==> src/rtl/kuuga_mem_pkg.sv <==
// kuuga_mem_pkg: shared helpers for the BRAM port arbiter.
// Provides clog2, byte-lane/offset derivation and the response tag type.
package kuuga_mem_pkg;

    localparam int MAX_PORTS = 8;

    function automatic int clog2(input int value);
        int r;
        r = 0;
        while ((1 << r) < value) r++;
        return r;
    endfunction

    // Byte lanes per data word.
    function automatic int be_of(input int dw);
        return dw / 8;
    endfunction

    // Byte-address bits dropped to form a word address.
    function automatic int off_of(input int dw);
        return clog2(dw / 8);
    endfunction

    typedef struct packed {
        logic       valid;
        logic [2:0] port;
    } rsp_tag_t;

endpackage

==> src/rtl/kuuga_rr_arbiter.sv <==
// kuuga_rr_arbiter: round-robin one-hot grant with a registered pointer.
// Ports: clk, rst_n (async low), req_i (request vector), gnt_o (one-hot grant or zero).
module kuuga_rr_arbiter
    import kuuga_mem_pkg::*;
#(
    parameter int NUM_PORTS = 2
) (
    input  logic                 clk,
    input  logic                 rst_n,
    input  logic [NUM_PORTS-1:0] req_i,
    output logic [NUM_PORTS-1:0] gnt_o
);

    localparam int PW = (NUM_PORTS > 1) ? clog2(NUM_PORTS) : 1;

    logic [PW-1:0] ptr_q;
    logic [PW-1:0] ptr_d;
    logic          found;
    int            cand;

    // Search starts at the pointer and wraps; the first requester wins.
    always_comb begin
        gnt_o = '0;
        ptr_d = ptr_q;
        found = 1'b0;
        cand  = 0;
        for (int i = 0; i < NUM_PORTS; i++) begin
            cand = int'(ptr_q) + i;
            if (cand >= NUM_PORTS) cand = cand - NUM_PORTS;
            for (int j = 0; j < NUM_PORTS; j++) begin
                if (!found && (j == cand) && req_i[j]) begin
                    found    = 1'b1;
                    gnt_o[j] = 1'b1;
                    ptr_d    = (j == NUM_PORTS - 1) ? '0 : PW'(j + 1);
                end
            end
        end
    end

    always_ff @(posedge clk or negedge rst_n) begin
        if (!rst_n) begin
            ptr_q <= '0;
        end else begin
            ptr_q <= ptr_d;
        end
    end

endmodule

==> src/rtl/kuuga_bram_port_arbiter.sv <==
// kuuga_bram_port_arbiter: shares one single-port BRAM among NUM_PORTS byte-addressed
// requesters with round-robin grant, registered issue and in-order tagged responses.
// Ports: req_valid/req_ready/req_addr/req_we/req_wdata (per-port requests),
//   rsp_valid/rsp_rdata (responses), mem_en/mem_we/mem_addr/mem_wdata/mem_rdata (memory).
// Optional KUUGA_ARB_STATS_EN adds stat_grants/stat_stalls saturating 32-bit counters.
module kuuga_bram_port_arbiter
    import kuuga_mem_pkg::*;
#(
    parameter int NUM_PORTS    = 2,
    parameter int ADDR_WIDTH   = 16,
    parameter int DATA_WIDTH   = 32,
    parameter int READ_LATENCY = 1
) (
    input  logic                                      clk,
    input  logic                                      rst_n,
    input  logic [NUM_PORTS-1:0]                      req_valid,
    output logic [NUM_PORTS-1:0]                      req_ready,
    input  logic [NUM_PORTS*ADDR_WIDTH-1:0]           req_addr,
    input  logic [NUM_PORTS*be_of(DATA_WIDTH)-1:0]    req_we,
    input  logic [NUM_PORTS*DATA_WIDTH-1:0]           req_wdata,
    output logic [NUM_PORTS-1:0]                      rsp_valid,
    output logic [DATA_WIDTH-1:0]                     rsp_rdata,
    output logic                                      mem_en,
    output logic [be_of(DATA_WIDTH)-1:0]              mem_we,
    output logic [ADDR_WIDTH-off_of(DATA_WIDTH)-1:0]  mem_addr,
    output logic [DATA_WIDTH-1:0]                     mem_wdata,
    input  logic [DATA_WIDTH-1:0]                     mem_rdata
`ifdef KUUGA_ARB_STATS_EN
    ,
    output logic [NUM_PORTS*32-1:0]                   stat_grants,
    output logic [NUM_PORTS*32-1:0]                   stat_stalls
`endif
);

    localparam int BE  = be_of(DATA_WIDTH);
    localparam int OFF = off_of(DATA_WIDTH);
    localparam int WAW = ADDR_WIDTH - OFF;

    logic [NUM_PORTS-1:0]  req_act;
    logic [NUM_PORTS-1:0]  gnt;
    logic [WAW-1:0]        sel_addr;
    logic [BE-1:0]         sel_we;
    logic [DATA_WIDTH-1:0] sel_wdata;
    logic [2:0]            sel_id;

    logic                  en_q,    en_d;
    logic [BE-1:0]         we_q,    we_d;
    logic [WAW-1:0]        addr_q,  addr_d;
    logic [DATA_WIDTH-1:0] wdata_q, wdata_d;

    rsp_tag_t              tag_d;
    rsp_tag_t              tag_q [READ_LATENCY+1];
    rsp_tag_t              tag_out;

    // Byte offset within the word does not affect the access.
    logic                  unused_addr_lo;
    assign unused_addr_lo = ^req_addr;

    // No grant may be visible while reset is held.
    assign req_act = req_valid & {NUM_PORTS{rst_n}};

    kuuga_rr_arbiter #(
        .NUM_PORTS(NUM_PORTS)
    ) u_arb (
        .clk  (clk),
        .rst_n(rst_n),
        .req_i(req_act),
        .gnt_o(gnt)
    );

    assign req_ready = gnt;

    always_comb begin
        sel_addr  = '0;
        sel_we    = '0;
        sel_wdata = '0;
        sel_id    = '0;
        for (int p = 0; p < NUM_PORTS; p++) begin
            if (gnt[p]) begin
                sel_addr  = req_addr[p*ADDR_WIDTH+OFF +: WAW];
                sel_we    = req_we[p*BE +: BE];
                sel_wdata = req_wdata[p*DATA_WIDTH +: DATA_WIDTH];
                sel_id    = 3'(p);
            end
        end
    end

    always_comb begin
        en_d    = |gnt;
        we_d    = sel_we;
        addr_d  = sel_addr;
        wdata_d = sel_wdata;
        tag_d   = '{valid: |gnt, port: sel_id};
    end

    always_ff @(posedge clk or negedge rst_n) begin
        if (!rst_n) begin
            en_q    <= 1'b0;
            we_q    <= '0;
            addr_q  <= '0;
            wdata_q <= '0;
            for (int i = 0; i <= READ_LATENCY; i++) tag_q[i] <= '0;
        end else begin
            en_q     <= en_d;
            we_q     <= we_d;
            addr_q   <= addr_d;
            wdata_q  <= wdata_d;
            tag_q[0] <= tag_d;
            for (int i = 1; i <= READ_LATENCY; i++) tag_q[i] <= tag_q[i-1];
        end
    end

    assign mem_en    = en_q;
    assign mem_we    = we_q;
    assign mem_addr  = addr_q;
    assign mem_wdata = wdata_q;

    // The last tag stage lines up with the cycle the memory presents douta;
    // the macro's output register is the data register, gated here by the tag.
    assign tag_out = tag_q[READ_LATENCY];

    always_comb begin
        rsp_valid = '0;
        for (int p = 0; p < NUM_PORTS; p++) begin
            rsp_valid[p] = tag_out.valid && (tag_out.port == 3'(p));
        end
    end

    assign rsp_rdata = tag_out.valid ? mem_rdata : '0;

`ifdef KUUGA_ARB_STATS_EN
    logic [31:0] grants_q [NUM_PORTS];
    logic [31:0] grants_d [NUM_PORTS];
    logic [31:0] stalls_q [NUM_PORTS];
    logic [31:0] stalls_d [NUM_PORTS];

    always_comb begin
        for (int p = 0; p < NUM_PORTS; p++) begin
            grants_d[p] = grants_q[p];
            stalls_d[p] = stalls_q[p];
            if (gnt[p] && (grants_q[p] != 32'hFFFF_FFFF)) begin
                grants_d[p] = grants_q[p] + 32'd1;
            end
            if (req_act[p] && !gnt[p] && (stalls_q[p] != 32'hFFFF_FFFF)) begin
                stalls_d[p] = stalls_q[p] + 32'd1;
            end
        end
    end

    always_ff @(posedge clk or negedge rst_n) begin
        if (!rst_n) begin
            for (int p = 0; p < NUM_PORTS; p++) begin
                grants_q[p] <= '0;
                stalls_q[p] <= '0;
            end
        end else begin
            for (int p = 0; p < NUM_PORTS; p++) begin
                grants_q[p] <= grants_d[p];
                stalls_q[p] <= stalls_d[p];
            end
        end
    end

    always_comb begin
        stat_grants = '0;
        stat_stalls = '0;
        for (int p = 0; p < NUM_PORTS; p++) begin
            stat_grants[p*32 +: 32] = grants_q[p];
            stat_stalls[p*32 +: 32] = stalls_q[p];
        end
    end
`endif

endmodule

==> config.mk <==
export PLATFORM = sky130hd
export DESIGN_NAME = kuuga_bram_port_arbiter
export DESIGN_NICKNAME = d
export VERILOG_FILES = /design/src/rtl/kuuga_mem_pkg.sv /design/src/rtl/kuuga_rr_arbiter.sv /design/src/rtl/kuuga_bram_port_arbiter.sv
export SDC_FILE = /design/constraint.sdc
export NUM_CORES = 1
export LEC_CHECK = 0
export CAP_MARGIN = 20
export CORE_UTILIZATION = 33
export CTS_CLUSTER_DIAMETER = 60
export DETAILED_ROUTE_END_ITERATION = 10
export PLACE_DENSITY = 0.95
export SLEW_MARGIN = 10
export SYNTH_ARGS = -nofsm -noshare
export SYNTH_HDL_FRONTEND = slang
export SYNTH_SLANG_ARGS = --single-unit
==> constraint.sdc <==
create_clock -name clk -period 2.2 [get_ports clk]
set_input_delay 0.44 -clock clk [delete_from_list [all_inputs] [get_ports clk]]
set_output_delay 0.44 -clock clk [all_outputs]
set_load 0.02 [all_outputs]
Word-level counts from Yosys, hierarchy flattened
Index checks and enable logic that the tools add are counted.
- output and inout bits: 87
- logic and storage cells: 54
- bits of input ports: 140
- register bits: 59
- reductions and logical operators: 17
- mux-type cells: 20
- $lt $le $gt $ge: 2
- bitwise gates (word level): 1
- equality and inequality tests: 3
- add/subtract/negate cells: 3
- operator list (cell ; count):
    2-to-1 mux 32 bit ; 5
    equality test 2 x 32 -> 1 bit, first input constant ; 2
    logical NOT 32 bit ; 2
    greater-or-equal comparator 32 x 3 -> 1 bit, second input constant ; 1
    subtractor 32 x 3 -> 32 bit, second input constant ; 1
    2-to-1 mux 14 bit ; 2
    2-to-1 mux 1 bit ; 11
    logical AND 1 bit ; 9
    2-to-1 mux 4 bit ; 2
    nonzero test 4 bit ; 1
    equality test 3 x 1 -> 1 bit, second input constant ; 1
    logical NOT 1 bit ; 3
    logical NOT 3 bit ; 1
    subtractor 1 x 2 -> 3 bit, second input constant ; 1
    adder 1 x 1 -> 2 bit, second input constant ; 1
    bitwise AND 2 bit ; 1
    greater-or-equal comparator 1 x 2 -> 1 bit, second input constant ; 1
    OR reduction 2 bit ; 1

Depth between registers and ports, before layout
- depth after elaboration: 18
- gate-level depth with buffers: 4
- mapped depth without buffers: 3

Hierarchy
Synthesis repeated with hierarchy kept, for this count alone.
- cell total of the unflattened synthesis: 164
- area total of the unflattened synthesis: 2169.6 um^2
- modules (own cells, without submodules) (module ; area each (um^2) ; cells each ; times used ; seq. area each (um^2)):
    kuuga_bram_port_arbiter ; 2115.8 ; 158 ; 1 ; 1351.3
    kuuga_rr_arbiter ; 53.8 ; 6 ; 1 ; 25.0

Worst setup path after synthesis
Ideal clock, no wire load.
- kind: input to output
- start point: input port rst_n
- end point: output port req_ready[1]
- arrival: 1.144 ns
- data required time: 1.760 ns
- slack: 0.616 ns
- path buffers: 2
- stages on the path: 4
- cells stage by stage: buf_2 > buf_4 > inv_1 > nor2_1
- word-level cells in the longest chain between the ends: 15
- elaborated cells on any way between the ends: 16
- classes of those cells: mux: 5; bitwise: 1; reduce/logical: 10
- ends and longest elaborated chain (element ; RTL line ; source):
    start: declaration ; kuuga_bram_port_arbiter.sv:15 ; input logic rst_n,
    bitwise AND 2 bit * ; kuuga_bram_port_arbiter.sv:60 ; assign req_act = req_valid & {NUM_PORTS{rst_n}};
    logical AND 1 bit ; kuuga_rr_arbiter.sv:31 ; if (!found && (j == cand) && req_i[j]) begin
    2-to-1 mux 1 bit ; kuuga_rr_arbiter.sv:31 ;
    logical NOT 1 bit ; kuuga_rr_arbiter.sv:31 ;
    logical AND 1 bit (2 in series) ; kuuga_rr_arbiter.sv:31 ;
    2-to-1 mux 1 bit ; kuuga_rr_arbiter.sv:31 ;
    logical NOT 1 bit ; kuuga_rr_arbiter.sv:31 ;
    logical AND 1 bit (2 in series) ; kuuga_rr_arbiter.sv:31 ;
    2-to-1 mux 1 bit ; kuuga_rr_arbiter.sv:31 ;
    logical NOT 1 bit ; kuuga_rr_arbiter.sv:31 ;
    logical AND 1 bit (2 in series) ; kuuga_rr_arbiter.sv:31 ;
    2-to-1 mux 1 bit * ; kuuga_rr_arbiter.sv:31 ;
    end: declaration ; kuuga_bram_port_arbiter.sv:17 ; output logic [NUM_PORTS-1:0] req_ready,
Mark *: on every way between the ends. The rest lies on a longest branch, timed or not.

Worst setup path in the final report
- start point: input port mem_rdata[13]
- end point: output port rsp_rdata[13]
- word-level cells in the longest chain between the ends: 1
- ends and longest elaborated chain (element ; RTL line ; source):
    start: declaration ; kuuga_bram_port_arbiter.sv:27 ; input logic [DATA_WIDTH-1:0] mem_rdata
    2-to-1 mux 32 bit ; kuuga_bram_port_arbiter.sv:129 ; assign rsp_rdata = tag_out.valid ? mem_rdata : '0;
    end: declaration ; kuuga_bram_port_arbiter.sv:22 ; output logic [DATA_WIDTH-1:0] rsp_rdata,
Every way passes these cells.

==> results.toml <==
[route]
ant_nets = 0
drc_errors = 0
routedWlPerCell_microns = 14.7
drt_iter0_markers = 86
drt_wl_total_mm = 8.58
firstDrtPassIters = 4
via_count = 2726
viasPerCell = 4.67

[synth]
synth-seq-cells = 55
ys_types = 15
synth_area_leaders = "dfrtp_1, nand2_1, o22ai_1, and2_1, buf_6"
avgSynthCellArea_sq_um = 9.10
mappedNetlistArea_sq_um = 2490
yosys.area.top_type = "dfrtp_1"
mappedNetlistNets = 414
synth-edff-count = 0
synthCells = 274
synth_top_area_frac = 0.552
ys.flop_type = "dfrtp_1"
ys_warn_count = 0
seq_area_frac_synth = 0.552
async_flop_share = 1.00

[global_routing]
track_usage = 0.201
grt_max_degree = 158
antenna_found_initial = 0
grt_pass1_wl_mm = 12.0
grt_pass1_vias = 2530
grt_overflow = 0

[clock_network]
htreeDepth = 2
cts_setup_buffers = 0
cts_buffers = 5
cts_root_buffer = "clkbuf_8"
cts.clk_slew.worst_paths_ps = 110
worstSkewPairLatency_ps = 310
cts_tree = "done"
clock_sinks = 55
cts_buffer_depth = 2

[floorplanning]
die_h_microns = 88.9
die_x_microns = 88.9
die-area_sq_um = 7910
core_sq_um = 7290
ios = 227
start_util = 0.342
fp-row-count = 31

[critical_path]
crit_required_ps = 1760
worstSetupStartpointType = "input pin"
worstSetupPathType = "input pin to output port"
crit_chain = "clkdlybuf4s50_1, and2_1, clkdlybuf4s50_1"
max_stage_delay_ps = 620
r2r_cells = 3
crit_slowest_cell = "clkdlybuf4s50_1"
critPathMaxFanout = 1
crit_family = "buffers and inverters"
crit_top_cell = "clkdlybuf4s50_1"
endpoint_kind = "output port"
worst-path-stages = 3
crit_arrival_ps = 1670
path_buf_inv = 2

[placement]
hpwlAfterDp_mm = 6.38
portBuffers = 222
dpl_cell_area_sq_um = 4730
routabilityCongestion = 0.848

[sta]
drv_slew = 0
tightest_slew_ps = 621
hold-worst-slack_ps = 249
max-slew-margin-rel = 0.586
max_freq_ghz = 0.475
period_needed_ps = 2110
finClkSkew_ps = 7.41
hold_viol = 0
setup_viol = 0
period_share = 0.957
setup_tns_ps = 0
rsz0062_at_grt = "false"

[finish]
syn_to_final_growth_pct = 93.3
layout-drive-gt1-share = 0.0351
final_cell_area_sq_um = 4820
finish.utilization = 0.661
nets = 624
antenna_cells = 0
fillers = 544

[outcome]
run_status = "completed"

[power_and_ir_drop]
power_density_nw_per_um2 = 527
ir_drop_uv = 319
leakage_nw = 2.04
finalPower_mw = 2.54

[run]
cap_viol_max_count = 0

[min_path]
hold_path.class = "input pin to async pin"
==> path summary, 6_finish.rpt <==
| check | start | end | slack [ps] |
|---|---|---|---|
| hold reg to reg | tag_q[4] | tag_out[0] | 370 |
| hold / removal | rst_n | mem_wdata[8] | 250 |
| min in group clk | tag_q[4] | tag_out[0] | 370 |
| max in group asynchronous | rst_n | mem_addr[9] | 1520 |
| setup reg to reg | u_arb.ptr_q | mem_wdata[27] | 800 |
| setup / recovery | mem_rdata[13] | rsp_rdata[13] | 90 |
==> routing by layer <==
| metal | routed length (microns) | up-vias | track usage |
|---|---|---|---|
| li1 | - | 1320 | - |
| met1 | 3220 | 1243 | 0.222 |
| met2 | 4310 | 149 | 0.362 |
| met3 | 863 | 14 | 0.0693 |
| met4 | 192 | 0 | 0.0707 |
| met5 | 0 | - | 0 |
==> synthesized netlist by cell type, types with 4 or more instances <==
cell type,count
and2_1,33
buf_4,6
nand2_1,102
dfrtp_1,55
nor2_1,4
clkbuf_1,6
buf_6,5
o22ai_1,50
buf_2,7
==> metrics by stage <==
step / instances / setup slack [ps]
6_report: 584 / 94.8
2_1_floorplan: 274 / 616
3_5_place_dp: 576 / -131
5_1_grt: 584 / 13.5
4_1_cts: 584 / 33.8
3_3_place_gp: 576 / -83.7
==> power by group <==
| part | total [mW] | internal [mW] | switching (mW) |
|---|---|---|---|
| registers | 1.11 | 1.09 | 0.0264 |
| clock network | 0.565 | 0.223 | 0.342 |
| logic | 0.862 | 0.470 | 0.392 |
==> worst register-to-register path, delay by kind of cell (launching register included) <==
kind,cells,cell delay (ps)
flip-flops,1,440
AO/OA/AOI/OAI,2,390
buffers and inverters,1,440
==> what timing repair did <==
| action | CTS | global route |
|---|---|---|
| resized for setup | 2 | 1 |
| endpoints found under the setup margin | 2 | 32 |
| hold buffers | 0 | 0 |
==> kinds of logic after synthesis <==
kind of cell    share of synthesized area
compound gates                      0.136
buf+inv                            0.0667
flops                               0.552
simple gates                        0.245
==> cell type report <==
cell class	instances	area, sq um	area share
repair buffers	227	2270	0.471
clock inverters	3	20.0	0.00415
inverters	2	7.51	0.00156
clock buffers	5	68.8	0.0143
multi-input cells	193	953	0.198
flip-flops and latches	55	1380	0.285
well taps	99	124	0.0257
==> cells in the final DEF, fill, tap and decap left out, types with 2 or more instances in the layout <==
master / n
clkdlybuf4s50_1: 219
nand2_1: 101
dfrtp_1: 55
o22ai_1: 50
and2_1: 33
clkbuf_8: 5
nor2_1: 4
buf_4: 4
clkinvlp_4: 2
dlygate4sd2_1: 2
==> state kept, by name, summed over array words and instances, names as in the netlist <==
register,cells
u_arb.ptr_q,1
mem_wdata,32
mem_we,4
mem_addr,14
tag_q,2
tag_out,2
No activity file was read; power rests on OpenSTA's default activity.
